`config.mk`:
```
export PLATFORM = sky130hd
export DESIGN_NAME = frame_timing_gen
export DESIGN_NICKNAME = d
export VERILOG_FILES = /design/src/rtl/frame_timing_gen.sv
export SDC_FILE = /design/constraint.sdc
export NUM_CORES = 1
export LEC_CHECK = 0
export ABC_AREA = 1
export CELL_PAD_IN_SITES_DETAIL_PLACEMENT = 0
export CELL_PAD_IN_SITES_GLOBAL_PLACEMENT = 1
export CORE_MARGIN = 2
export CORE_UTILIZATION = 40
export CTS_CLUSTER_DIAMETER = 200
export DETAILED_ROUTE_END_ITERATION = 7
export MAX_ROUTING_LAYER = met4
export PLACE_DENSITY = 0.91
export SYNTH_ARGS = -nofsm -noshare
export SYNTH_HDL_FRONTEND = slang
export SYNTH_SLANG_ARGS = --single-unit
```
`constraint.sdc`:
```
create_clock -name clock_in -period 5.34 [get_ports clock_in]
set_input_delay 1.602 -clock clock_in [delete_from_list [all_inputs] [get_ports clock_in]]
set_output_delay 1.602 -clock clock_in [all_outputs]
set_load 0.01 [all_outputs]
```
`src/rtl/frame_timing_gen.sv`:
```
// Telemetry frame timing: fractional bit tick, 16-tick words, F1/F2/SF/data slot sequencing, data counter.
// Build option FRAME_CLEAR_COUNT_EN: restart the data counter at 0 on every frame start.
module frame_timing_gen #(
    parameter int TICK_NUM  = 2,
    parameter int TICK_DEN  = 5,
    parameter int WORD_BITS = 16
) (
    input  logic        clock_in,
    input  logic        reset,
    input  logic [15:0] num_word,
    input  logic [15:0] sf_pos,
    input  logic        updown,
    output logic        bit_tick,
    output logic        word_out,
    output logic        signal_f1,
    output logic        signal_f2,
    output logic        signal_sf,
    output logic        signal_d,
    output logic [15:0] word_slot,
    output logic [15:0] count
);
    localparam int BC_W = (WORD_BITS > 1) ? $clog2(WORD_BITS) : 1;
    localparam logic [BC_W-1:0] BIT_LAST     = BC_W'(WORD_BITS - 1);
    localparam logic [BC_W-1:0] BIT_PRE_LAST = BC_W'((WORD_BITS > 1) ? WORD_BITS - 2 : 0);

`ifdef FRAME_CLEAR_COUNT_EN
    localparam bit CLEAR_ON_FRAME = 1'b1;
`else
    localparam bit CLEAR_ON_FRAME = 1'b0;
`endif

    logic [15:0]     acc_q, acc_d;
    logic [16:0]     acc_sum;
    logic            bit_tick_q, bit_tick_d;
    logic [BC_W-1:0] bit_cnt_q, bit_cnt_d;
    logic            word_out_q, word_out_d;
    logic            wrap;
    logic [15:0]     n_words;
    logic [15:0]     slot_q, slot_d;
    logic [15:0]     count_q, count_d;
    logic            ph_f1, ph_f2, ph_sf, ph_d;

    always_comb begin
        acc_sum    = {1'b0, acc_q} + 17'(TICK_NUM);
        bit_tick_d = (acc_sum >= 17'(TICK_DEN));
        acc_d      = bit_tick_d ? 16'(acc_sum - 17'(TICK_DEN)) : acc_sum[15:0];
    end

    always_comb begin
        bit_cnt_d = bit_cnt_q;
        if (bit_tick_q) begin
            bit_cnt_d = (bit_cnt_q == BIT_LAST) ? '0 : bit_cnt_q + 1'b1;
        end
    end

    // bit_cnt follows bit_tick by one clock, so the tick being issued now is the
    // word's last when the already-counted ticks put bit_cnt one short of the end.
    assign wrap       = bit_tick_d && (bit_cnt_d == BIT_PRE_LAST);
    assign word_out_d = wrap;
    assign n_words    = (num_word < 16'd3) ? 16'd3 : num_word;

    always_comb begin
        slot_d = slot_q;
        if (wrap) begin
            slot_d = (slot_q >= n_words - 16'd1) ? 16'd0 : slot_q + 16'd1;
        end
    end

    always_comb begin
        ph_f1 = 1'b0;
        ph_f2 = 1'b0;
        ph_sf = 1'b0;
        ph_d  = 1'b0;
        if (slot_q < n_words) begin
            if (slot_q == 16'd0) begin
                ph_f1 = 1'b1;
            end else if (slot_q == 16'd1) begin
                ph_f2 = 1'b1;
            end else if (slot_q == sf_pos) begin
                ph_sf = 1'b1;
            end else begin
                ph_d = 1'b1;
            end
        end
    end

    // The load strobe sees the old value; the step lands as the strobe cycle ends.
    always_comb begin
        count_d = count_q;
        if (word_out_q && ph_d) begin
            count_d = updown ? count_q + 16'd1 : count_q - 16'd1;
        end
        if (CLEAR_ON_FRAME && wrap && (slot_d == 16'd0)) begin
            count_d = 16'd0;
        end
    end

    always_ff @(posedge clock_in or posedge reset) begin
        if (reset) begin
            acc_q      <= 16'd0;
            bit_tick_q <= 1'b0;
            bit_cnt_q  <= BIT_LAST;
            word_out_q <= 1'b0;
            slot_q     <= 16'hFFFF;
            count_q    <= 16'd0;
        end else begin
            acc_q      <= acc_d;
            bit_tick_q <= bit_tick_d;
            bit_cnt_q  <= bit_cnt_d;
            word_out_q <= word_out_d;
            slot_q     <= slot_d;
            count_q    <= count_d;
        end
    end

    assign bit_tick  = bit_tick_q;
    assign word_out  = word_out_q;
    assign word_slot = slot_q;
    assign count     = count_q;
    assign signal_f1 = ph_f1;
    assign signal_f2 = ph_f2;
    assign signal_sf = ph_sf;
    assign signal_d  = ph_d;

endmodule

```
==> Yosys cells after proc, flatten, opt, wreduce, memory -nomap -nowiden <==
Index checks and enable logic that the tools add are counted.
{ "op_classes": {"add_sub_neg": 7, "multipliers": 0, "div_mod_pow": 0, "order_cmp": 4, "eq_ne": 4, "shifts": 0, "n_mux": 19, "bitwise": 0, "reduce_logical": 3} }
{ "op_table": {"columns": ["op", "n"], "rows": [
  ["two-way mux 16 bit", 4],
  ["adder 16 x 1 -> 16 bit, second input constant", 2],
  ["subtractor 16 x 1 -> 16 bit, second input constant", 2],
  ["adder 16 x 2 -> 17 bit, second input constant", 1],
  [">= comparator 17 x 3 -> 1 bit, second input constant", 1],
  ["== test 16 x 1 -> 1 bit, second input constant", 1],
  ["== test 16 bit", 1],
  [">= comparator 16 bit", 1],
  ["logical NOT 16 bit", 1],
  ["< comparator 16 bit", 1],
  ["< comparator 16 x 2 -> 1 bit, second input constant", 1],
  ["subtractor 16 x 3 -> 16 bit, second input constant", 1],
  ["two-way mux 1 bit", 13],
  ["== test 4 bit, second input constant", 2],
  ["two-way mux 4 bit", 2],
  ["adder 4 x 1 -> 4 bit, second input constant", 1],
  ["logical AND 1 bit", 2]
]} }
{ "totals": {"register_bits": 54, "latch_bits": 0, "mem_bits_rw": 0, "rom_bits": 0, "inputBits": 35, "output_inout_bits": 38, "memories": 0} }

==> Depth between registers and ports, before layout <==
Gate-level depths: netlist of run 1.
{ "logic_depth": {"ltp_word": 6, "ltp_mapped": 25, "ltp_nobuf": 24} }

==> Worst setup path after synthesis of run 1 <==
Ideal clock, no wire load.
{ "synth_path": {"path_kind": "input to output", "from": "input num_word[8]", "to": "output signal_d", "t_arrival_ns": 3.261, "slack_ns": 0.477, "path_stages": 12, "path_buffers": 1, "cell_sequence": "nor2_1 nand3_1 nor2_1 a21oi_1 ha_1 a21oi_1 o21a_1 o21ai_0 nand2_1 nand2_1 nor2_2 buf_2"} }
{ "synth_via": {"elab_chain_cells": 4} }
{ "synth_lines": {"columns": ["item", "line", "rtl"], "rows": [
  ["from (decl)", "10", "input logic [15:0] num_word,"],
  ["< comparator 16 x 2 -> 1 bit", "60", "assign n_words = (num_word < 16'd3) ? 16'd3 : num_word;"],
  ["two-way mux 16 bit (*)", "60", null],
  ["< comparator 16 bit (*)", "74", "if (slot_q < n_words) begin"],
  ["two-way mux 1 bit (*)", "74", null],
  ["to (decl)", "18", "output logic signal_d,"]
]} }
Every way passes the cells marked *; elsewhere a longest branch is shown, timed or not.

==> Final worst setup path of run 1 <==
{ "layout_path": {"from": "input num_word[8]", "to": "output signal_f1"} }
{ "layout_via": {"elab_chain_cells": 4} }
{ "layout_lines": {"columns": ["item", "line", "rtl"], "rows": [
  ["< comparator 16 x 2 -> 1 bit", "60", null],
  ["two-way mux 16 bit (*)", "60", null],
  ["< comparator 16 bit (*)", "74", null],
  ["two-way mux 1 bit (*)", "74", null],
  ["to (decl)", "15", "output logic signal_f1,"]
]} }
Marks and branches as above.

==> impl_metrics.toml, run 1 <==
[status]
status = "completed"

[flow_run]
maxCapViolCount = 0

[cts]
clkSlewWorstSetupHoldPaths_ns = 0.07
tritoncts = "yes"
h-tree-depth = 2
clock_sinks = 54
cts_buffer_depth = 2
clock-root-buffer = "clkbuf_16"
insertion_delay_ns = 0.30
numCtsBuffers = 5
hold_buffers = 0

[route]
ant_nets = 0
detail_route.drc_violations = 0
top_layer = "met4"
firstDrtPassIters = 5
drt_wl_total_um = 13900
num_vias = 5346
m1WireLength_um = 6580
wl_met3_um = 473
wl_met2_um = 6560
drt_iter0_drc = 312
post_drt_wl_per_cell_um = 12.7
via_per_inst = 4.89

[synth]
avgSynthCellArea_um2 = 6.70
synth_edf_count = 0
synth_cells = 820
synth.top_cell.area_share = 0.157
synthDistinctLibCells = 37
ys_dominant_reg_cell = "dfrtp_1"
netlist_area_um2 = 5490
ys_warn_count = 0
synth.yosys.seq_area_share = 0.251
yosysMostFrequentCell = "nand2_1"
ys_ff_latch = 54
synth.area.top_cells = "nand2_1 16%, dfrtp_1 15%, ha_1 13%"
synth_area_leader_cell = "nand2_1"
synthArstFlopShare = 1.00
yosys-top-cells-count = "229 x nand2_1, 100 x inv_1, 88 x nand3_1, 78 x nor2_1, 56 x ha_1"
synth_nets = 912

[sta]
timing.final.crit_share = 0.982
holdWs_ns = 0.513
worst_pin_slew_ns = 0.880
clock_skew_ns = 0.00956
worst_slack_ns = 0.0976
relSlewSlack = 0.412
maxSlewViolCount = 0
setup_viol = 0
finalSetupTns_ns = 0
fin_crit_ns = 5.24
hold_viol = 0
max_freq_ghz = 0.191

[floorplan]
die_h_um = 121
rows = 42
die_x_um = 121
die-area_um2 = 14700
core_area_um2 = 13300
num_io_pins = 73
start_util = 0.411

[placed_design]
hpwlAfterDp_um = 11000
post-place-ws_ns = -0.390
place.gp.congestion = 0.880
portBuffers = 72

[final_layout]
drive_above_1_share = 0.126
n_fill_cell = 1332
final_nets = 1009
syn2layout_area_growth_pct = 23.7
multi_input_area_um2 = 3680
diodes = 0
register_area_um2 = 1380
final_util = 0.509

[critical_path]
critPathArrivalTime_ns = 3.64
crit_path_start_kind = "input pin"
critPathMaxFanout = 4
end_kind = "output pin"
required_ns = 3.74
path_class = "input pin to output pin"

[grt]
grt_antenna_before_repair = 0
grt-ovfl-total = 0
grt_usage = 0.198
grt_start_max_net_pins = 44
grt_pass1_wl_um = 23000
grt_pass1_vias = 5006

[min_path]
hold_path.class = "flip-flop to flip-flop"

[power]
ir_drop_uv = 116
powerDensity_nw_per_um2 = 126
power.leakage_nw = 3.51
## layer usage
metal / global-route usage / up-vias
met5: - / -
met4: 0.0517 / 0
met3: 0.0240 / 14
met2: 0.332 / 99
met1: 0.256 / 2399
li1: - / 2834
## cell type report
class	instances	share of cell area
Clock buffer	7	0.0210
Clock inverter	1	0.000737
Inverter	106	0.0586
Multi-Input combinational cell	645	0.542
Sequential cell	54	0.203
Tap cell	176	0.0324
Timing Repair Buffer	105	0.143
## sequential cells by signal, indices dropped and copies added (netlist names)
| name | count |
|---|---|
| word_out | 1 |
| count | 16 |
| bit_cnt_q | 4 |
| word_slot | 16 |
| acc_q | 16 |
| bit_tick | 1 |
## worst max-delay path, cell delays in order
cell and delay [ns]:
clkdlybuf4s50_1 0.44, nor2_2 0.17, nand3_2 0.15, nor2_4 0.12, a21oi_2 0.07, ha_1 0.29, a21oi_2 0.12, o21a_1 0.12
o21ai_1 0.05, nand2_1 0.09, nand2_2 0.09, nor2_1 0.10, clkdlybuf4s15_1 0.24
## layout by cell type (no fill, tap or decap), types with 5 or more instances in the layout
cell | Yosys | final
inv_1 | 100 | 96
nor2_2 | 8 | 11
inv_2 | 6 | 10
nor3_1 | 19 | 18
nor2_4 | 5 | 7
buf_4 | 3 | 33
nand3_1 | 88 | 87
clkdlybuf4s50_1 | 0 | 64
o21ai_0 | 15 | 14
nand3_2 | 4 | 5
nand4_1 | 20 | 20
a21oi_1 | 34 | 32
nand2_2 | 7 | 9
dfstp_2 | 20 | 20
dfrtp_1 | 34 | 34
nor2_1 | 78 | 73
ha_1 | 56 | 56
xor2_1 | 48 | 48
nand2_1 | 229 | 227
clkbuf_16 | 0 | 5
## final timing paths
kind	slack, ns	start	cells past startpoint	endpoint
max in group asynchronous	2.84	reset	3	acc_q[9]
hold / removal	0.51	count[5]	2	count[5]
setup reg to reg	2.80	acc_q[1]	13	acc_q[5]
hold reg to reg	0.51	count[5]	2	count[5]
min in group asynchronous	1.81	reset	2	count[1]
setup / recovery	0.1	num_word[8]	13	signal_f1
## kinds of logic (layout without fill, tap and decap cells)
| group | count (synthesis) | after routing | synth area share |
|---|---|---|---|
| AND/OR/NAND/NOR | 468 | 468 | 0.378 |
| buffers and inverters | 121 | 219 | 0.0871 |
| AO/OA/AOI/OAI | 67 | 67 | 0.0677 |
| adder cells (fa/ha/maj) | 57 | 57 | 0.131 |
| flip-flops | 54 | 54 | 0.251 |
| XOR/XNOR | 52 | 52 | 0.0830 |
| multiplexers | 1 | 1 | 0.00205 |
## through the flow
step                      power [mW]  area [um^2]  instances
after CTS                      0.865         6760       1093
final                          0.859         6790       1094
after floorplan                0.473         5490        820
after detailed placement       0.534         6590       1085
after global routing           0.899         6790       1094
after global placement         0.533         6590       1085
## what timing repair did
item / 4_1_cts / 5_1_grt
endpoints found under the setup margin: 4 / 4
resized for setup: 14 / 19
setup buffers: 0 / 1
endpoints found under the hold margin: 0 / 0
cloned: 0 / 0
pin swaps: 1 / 11
## where the power goes
part           switching [mW]  internal, mW
combinational          0.0603        0.0592
clock                   0.144         0.186
sequential                  0         0.410
(Power assumes the default switching activity.)
==> run 2, diff against run 1 <==
--- a/config.mk
+++ b/config.mk
@@ -6,6 +6,7 @@
 export NUM_CORES = 1
 export LEC_CHECK = 0
 export ABC_AREA = 1
+export CAP_MARGIN = 25
 export CELL_PAD_IN_SITES_DETAIL_PLACEMENT = 0
 export CELL_PAD_IN_SITES_GLOBAL_PLACEMENT = 1
 export CORE_MARGIN = 2
==> results of run 2 <==
The final DEF is identical to that of run 1; final timing and power are the same.
==> run 3, diff against run 2 <==
==> config.mk (replaced) <==
export PLATFORM = sky130hd
export DESIGN_NAME = frame_timing_gen
export DESIGN_NICKNAME = d
export VERILOG_FILES = /design/src/rtl/frame_timing_gen.sv
export SDC_FILE = /design/constraint.sdc
export NUM_CORES = 1
export LEC_CHECK = 0
export ABC_AREA = 1
export CAP_MARGIN = 25
export CORE_MARGIN = 2
export CORE_UTILIZATION = 57
export CTS_CLUSTER_DIAMETER = 200
export DETAILED_ROUTE_END_ITERATION = 7
export MAX_ROUTING_LAYER = met4
export PLACE_DENSITY = 0.92
export SYNTH_ARGS = -nofsm -noshare
export SYNTH_HDL_FRONTEND = slang
export SYNTH_SLANG_ARGS = --single-unit
==> impl_metrics.toml, run 3 (synthesized netlist as in run 1, its figures left out) <==
[final_layout]
layoutNonFillerInstCount = 1044
final_cell_mix = "227 x nand2_1, 99 x inv_1, 87 x nand3_1, 74 x nor2_1, 68 x clkdlybuf4s50_1"
final_nets = 1006
layout_commonest_cell = "nand2_1"
diodes = 0
final_util = 0.713
drive_above_1_share = 0.118
syn2layout_area_growth_pct = 20.5

[cts]
insertion_delay_ns = 0.31
clock_sinks = 54
numCtsBuffers = 5
clock-root-buffer = "clkbuf_8"
tritoncts = "yes"
cts_buffer_depth = 2
clkSlewWorstSetupHoldPaths_ns = 0.09
h-tree-depth = 2

[sta]
timing.final.crit_share = 0.971
clock_skew_ns = 0.0109
finalSetupTns_ns = 0
relSlewSlack = 0.445
maxSlewViolCount = 0
max_freq_ghz = 0.193
fin_crit_ns = 5.18
holdWs_ns = 0.511
hold_viol = 0
setup_viol = 0
worst_pin_slew_ns = 0.831

[min_path]
hold_path.class = "flip-flop to flip-flop"
worstHoldPathCells = 2
min_from = "count[13]"
hold_end = "count[13]"

[floorplan]
die-area_um2 = 10400
core_area_um2 = 9280
num_io_pins = 73
start_util = 0.591
die_x_um = 102
rows = 35
die_h_um = 102

[critical_path]
r2r_start = "word_slot[13]"
critPathArrivalTime_ns = 3.58
critPathBufInv = 2
reg2reg_depth = 11
worst-r2r-setup-slack_ns = 2.71
required_ns = 3.74
critPathSlowestCell = "clkdlybuf4s50_1"
path_cells = "clkdlybuf4s50_1, nor2_2, nand3_2, nor2_2, a21oi_1, ha_1, a21oi_2, o21a_1, o21ai_1, nand2_1, nand2_4, nor2_4, clkbuf_2"
crit_top_cell = "nor2_2"
end_kind = "output pin"
reg2reg_to = "count[14]"
cpPeakStageDelay_ns = 0.43
path_class = "input pin to output pin"
critical-path-top-delay-family = "simple AND/OR/NAND/NOR gates"
crit_path_start_kind = "input pin"
critPathMaxFanout = 4

[flow_run]
maxCapViolCount = 0

[grt]
grt_usage = 0.287
grt_antenna_before_repair = 0
grt-ovfl-total = 0
grt_start_max_net_pins = 41
grt_pass1_wl_um = 23500
grt_pass1_vias = 5414

[route]
num_vias = 5566
post_drt_wl_per_cell_um = 13.3
detail_route.drc_violations = 0
drt_wl_total_um = 13900
firstDrtPassIters = 5
drt_iter0_drc = 272
via_per_inst = 5.33
ant_nets = 0

[placed_design]
place_inst = 1035
place.gp.congestion = 0.951
portBuffers = 72
hpwlAfterDp_um = 10900

[power]
power.leakage_nw = 3.44
ir_drop_uv = 96.5
total_power_mw = 0.749
powerDensity_nw_per_um2 = 113

[status]
status = "completed"
## run 3: worst register-to-register path: cells and delay by family (launching register included)
family          cells  cell delay [ns]
flops               1             0.66
compound gates      1             0.15
buf+inv             1             0.26
fa+ha+maj           1             0.30
simple gates        8             1.16
## run 3: worst max-delay path by stage
stage | from | end | slack, ns | cells after the start
5_1_grt | num_word[9] | signal_f2 | -0.02 | 13
3_3_place_gp | num_word[8] | signal_d | -0.38 | 13
3_5_place_dp | num_word[8] | signal_f2 | -0.45 | 13
6_report | num_word[9] | signal_d | 0.16 | 13
4_1_cts | num_word[7] | signal_sf | 0.005 | 13
2_1_floorplan | num_word[8] | signal_d | 0.48 | 12
## run 3: layout make-up
type                    count  area, um^2
flip-flops and latches     54        1380
repair buffers            102         926
fillers                   768        2670
clock inverters             2        8.76
clock buffers               6        72.6
inverters                 106         398
multi-input cells         645        3670
well taps                 129         161
## run 3: metrics by stage
stage               setup WS (ns)  area [um^2]
floorplan                   0.477         5490
global placement           -0.380         6510
detailed placement         -0.445         6510
CTS                       0.00481         6620
global route              -0.0230         6620
finish                      0.157         6620
## run 3: power breakdown
part	switching [mW]	leakage [nW]	internal [mW]	total, mW
clock	0.130	0.0426	0.0906	0.221
combinational	0.0612	2.72	0.0581	0.119
sequential	0	0.673	0.409	0.409
total	0.191	3.44	0.558	0.749
## run 3: routing by layer
layer	up-vias	routed length, um	global-route usage
met5	-	0	-
met4	0	350	0.110
met3	25	689	0.0335
met2	181	6800	0.508
met1	2517	6010	0.332
li1	2843	-	-
## run 3: repair_timing
| item | in CTS | in global routing |
|---|---|---|
| pin swaps | 2 | 4 |
| hold buffers | 0 | 0 |
| buffers inserted | 0 | 1 |
| resized for setup | 15 | 11 |
| gates cloned | 0 | 0 |
| setup endpoints to repair | 4 | 4 |
==> patch: new RTL, settings of run 2 <==
The option `FRAME_CLEAR_COUNT_EN` is turned on by a define.
--- a/src/rtl/frame_timing_gen.sv
+++ b/src/rtl/frame_timing_gen.sv
@@ -1,5 +1,7 @@
 // Telemetry frame timing: fractional bit tick, 16-tick words, F1/F2/SF/data slot sequencing, data counter.
 // Build option FRAME_CLEAR_COUNT_EN: restart the data counter at 0 on every frame start.
+`define FRAME_CLEAR_COUNT_EN
+
 module frame_timing_gen #(
     parameter int TICK_NUM  = 2,
     parameter int TICK_DEN  = 5,
Function: same outputs for any inputs over 10 cycles, from zero or initial values and one cycle with reset high; that may be too few to reach the edited logic, so the function may still have changed.
==> patch against run 2 <==
- sequential share of layout area shrank 1.0 points
- final area grew 5.2%
- sequential power is essentially flat
- count of clock-buffer cells in the layout is the same
- non-clock buffer count grew 34
- global-route usage grew 0.076 points
- fmax grew 0.47%
- synthesized area shrank 2.9%
- setup slack gained 0.025 ns
- power grew 0.95%
- critical path type unchanged
- sequential cell count is the same
- routed wire length grew 1.6%
==> patch: results (changes against run 2) <==
* Post-Syn Instances at 764 (-6.8%)
* R2R cell count at 20 (+7)
* CP Launch Point: num_word[10]
* First-pass GRT wire length at 22800 um (-0.81%)
* 1st-iter DRT viols at 296 (-5.1%)
* R2R Setup Slk at 2.06 ns (-0.74 ns)
* Peak VDD IR at 0.000108 V (-6.8%)
* Placed inst area at 6600 sq um (about the same)
* Post-Syn Nets at 856 (-6.1%)
* Worst relative slew slack at 46.4% (+5.2 points)
* DRT Wirelength at 14100 um (+1.6%)
* WL met2 at 6750 um (+2.9%)
* FMAX at 192 MHz (+0.47%)
* DR WL met3 at 441 um (-6.8%)
* Internal at 0.000648 W (-1.1%)
* Largest cells by area after synthesis: dfrtp_1 16%, ha_1 13%, nand2_1 13%
* Largest net degree at the start of global routing at 48 (+9.1%)
* Worst Skew at 0.00627 ns (-0.00329 ns)
* Crit path arrival time at 3.62 ns (-0.02 ns)
* Dpl cells at 1049 (-3.3%)
* Routed WL per cell at 13.1 um (+3.7%)
* Cell variety after synth at 40 (+8.1%)
* Status: completed
* Critical Path End: signal_d
* Routed via count at 5232 (-2.1%)
* Vias in the first global route at 4931 (-1.5%)
* Total Routing Usage GR at 19.9% (+0.076 points)
* Reg2reg end: count[13]
* Post-CTS setup buffers at 8 (+8)
* Area occupied by multi-input gates at 3730 sq um (+1.3%)
* Top cells by count, synth: 182 x nand2_1, 112 x inv_1, 66 x nor2_1
* Sequential element share of the synthesized area at 25.8% (+0.76 points)
* Post-CTS Resized at 57 (+43)
* Dpl ws at -0.736 ns (-0.346 ns)
patch: cell types whose count changed after synthesis, sizes merged, moves of 3 or more:
cell           run 2  this run
nor2              91        80
xnor2              4        11
o21a               4         1
inv              106       113
o21ai             18        38
nand2            238       191
and2               1         4
nand4             20        16
o21bai             4         1
nand3             92        65
patch: cells by family after synthesis:
family	synth area share [%]
simple gates	33.0
compound gates	8.48
xor+xnor	9.53
flops	25.8
fa+ha+maj	13.5
buf+inv	9.63
patch: power by group through the flow:
stage | Clock, W | Combinational [W] | Sequential [W]
after CTS | 0.000338 | 0.000115 | 0.000409
after global placement | 0 | 0.000109 | 0.000417
after detailed placement | 0 | 0.000111 | 0.000417
after global routing | 0.000355 | 0.000143 | 0.000409
after floorplan | 0 | 0.0000526 | 0.000417
final | 0.000329 | 0.000129 | 0.000409
patch: final cells by class:
| type | count | area share (%) |
|---|---|---|
| clock buffers | 7 | 1.86 |
| clock inverters | 1 | 0.105 |
| inverters | 113 | 5.97 |
| multi-input cells | 582 | 52.2 |
| flip-flops and latches | 54 | 19.3 |
| well taps | 176 | 3.08 |
| repair buffers | 139 | 17.6 |
patch: critical path, cell delays in order:
cell and delay, ns:
clkdlybuf4s15_1 0.19, inv_2 0.08, nand3_4 0.08, nor2_4 0.09, o2111ai_2 0.13, and2_4 0.18, buf_6 0.11, ha_4 0.20
a21oi_2 0.14, o21ai_1 0.08, nand4_1 0.08, o211ai_1 0.10, nand3_1 0.09, nand2_2 0.10, nor3_4 0.20, buf_6 0.14
patch: metal layers:
| metal | global-route usage [%] | up-vias |
|---|---|---|
| li1 | - | 2719 |
| met1 | 26.4 | 2410 |
| met2 | 32.7 | 82 |
| met3 | 2.59 | 21 |
| met4 | 4.56 | 0 |
| met5 | - | - |
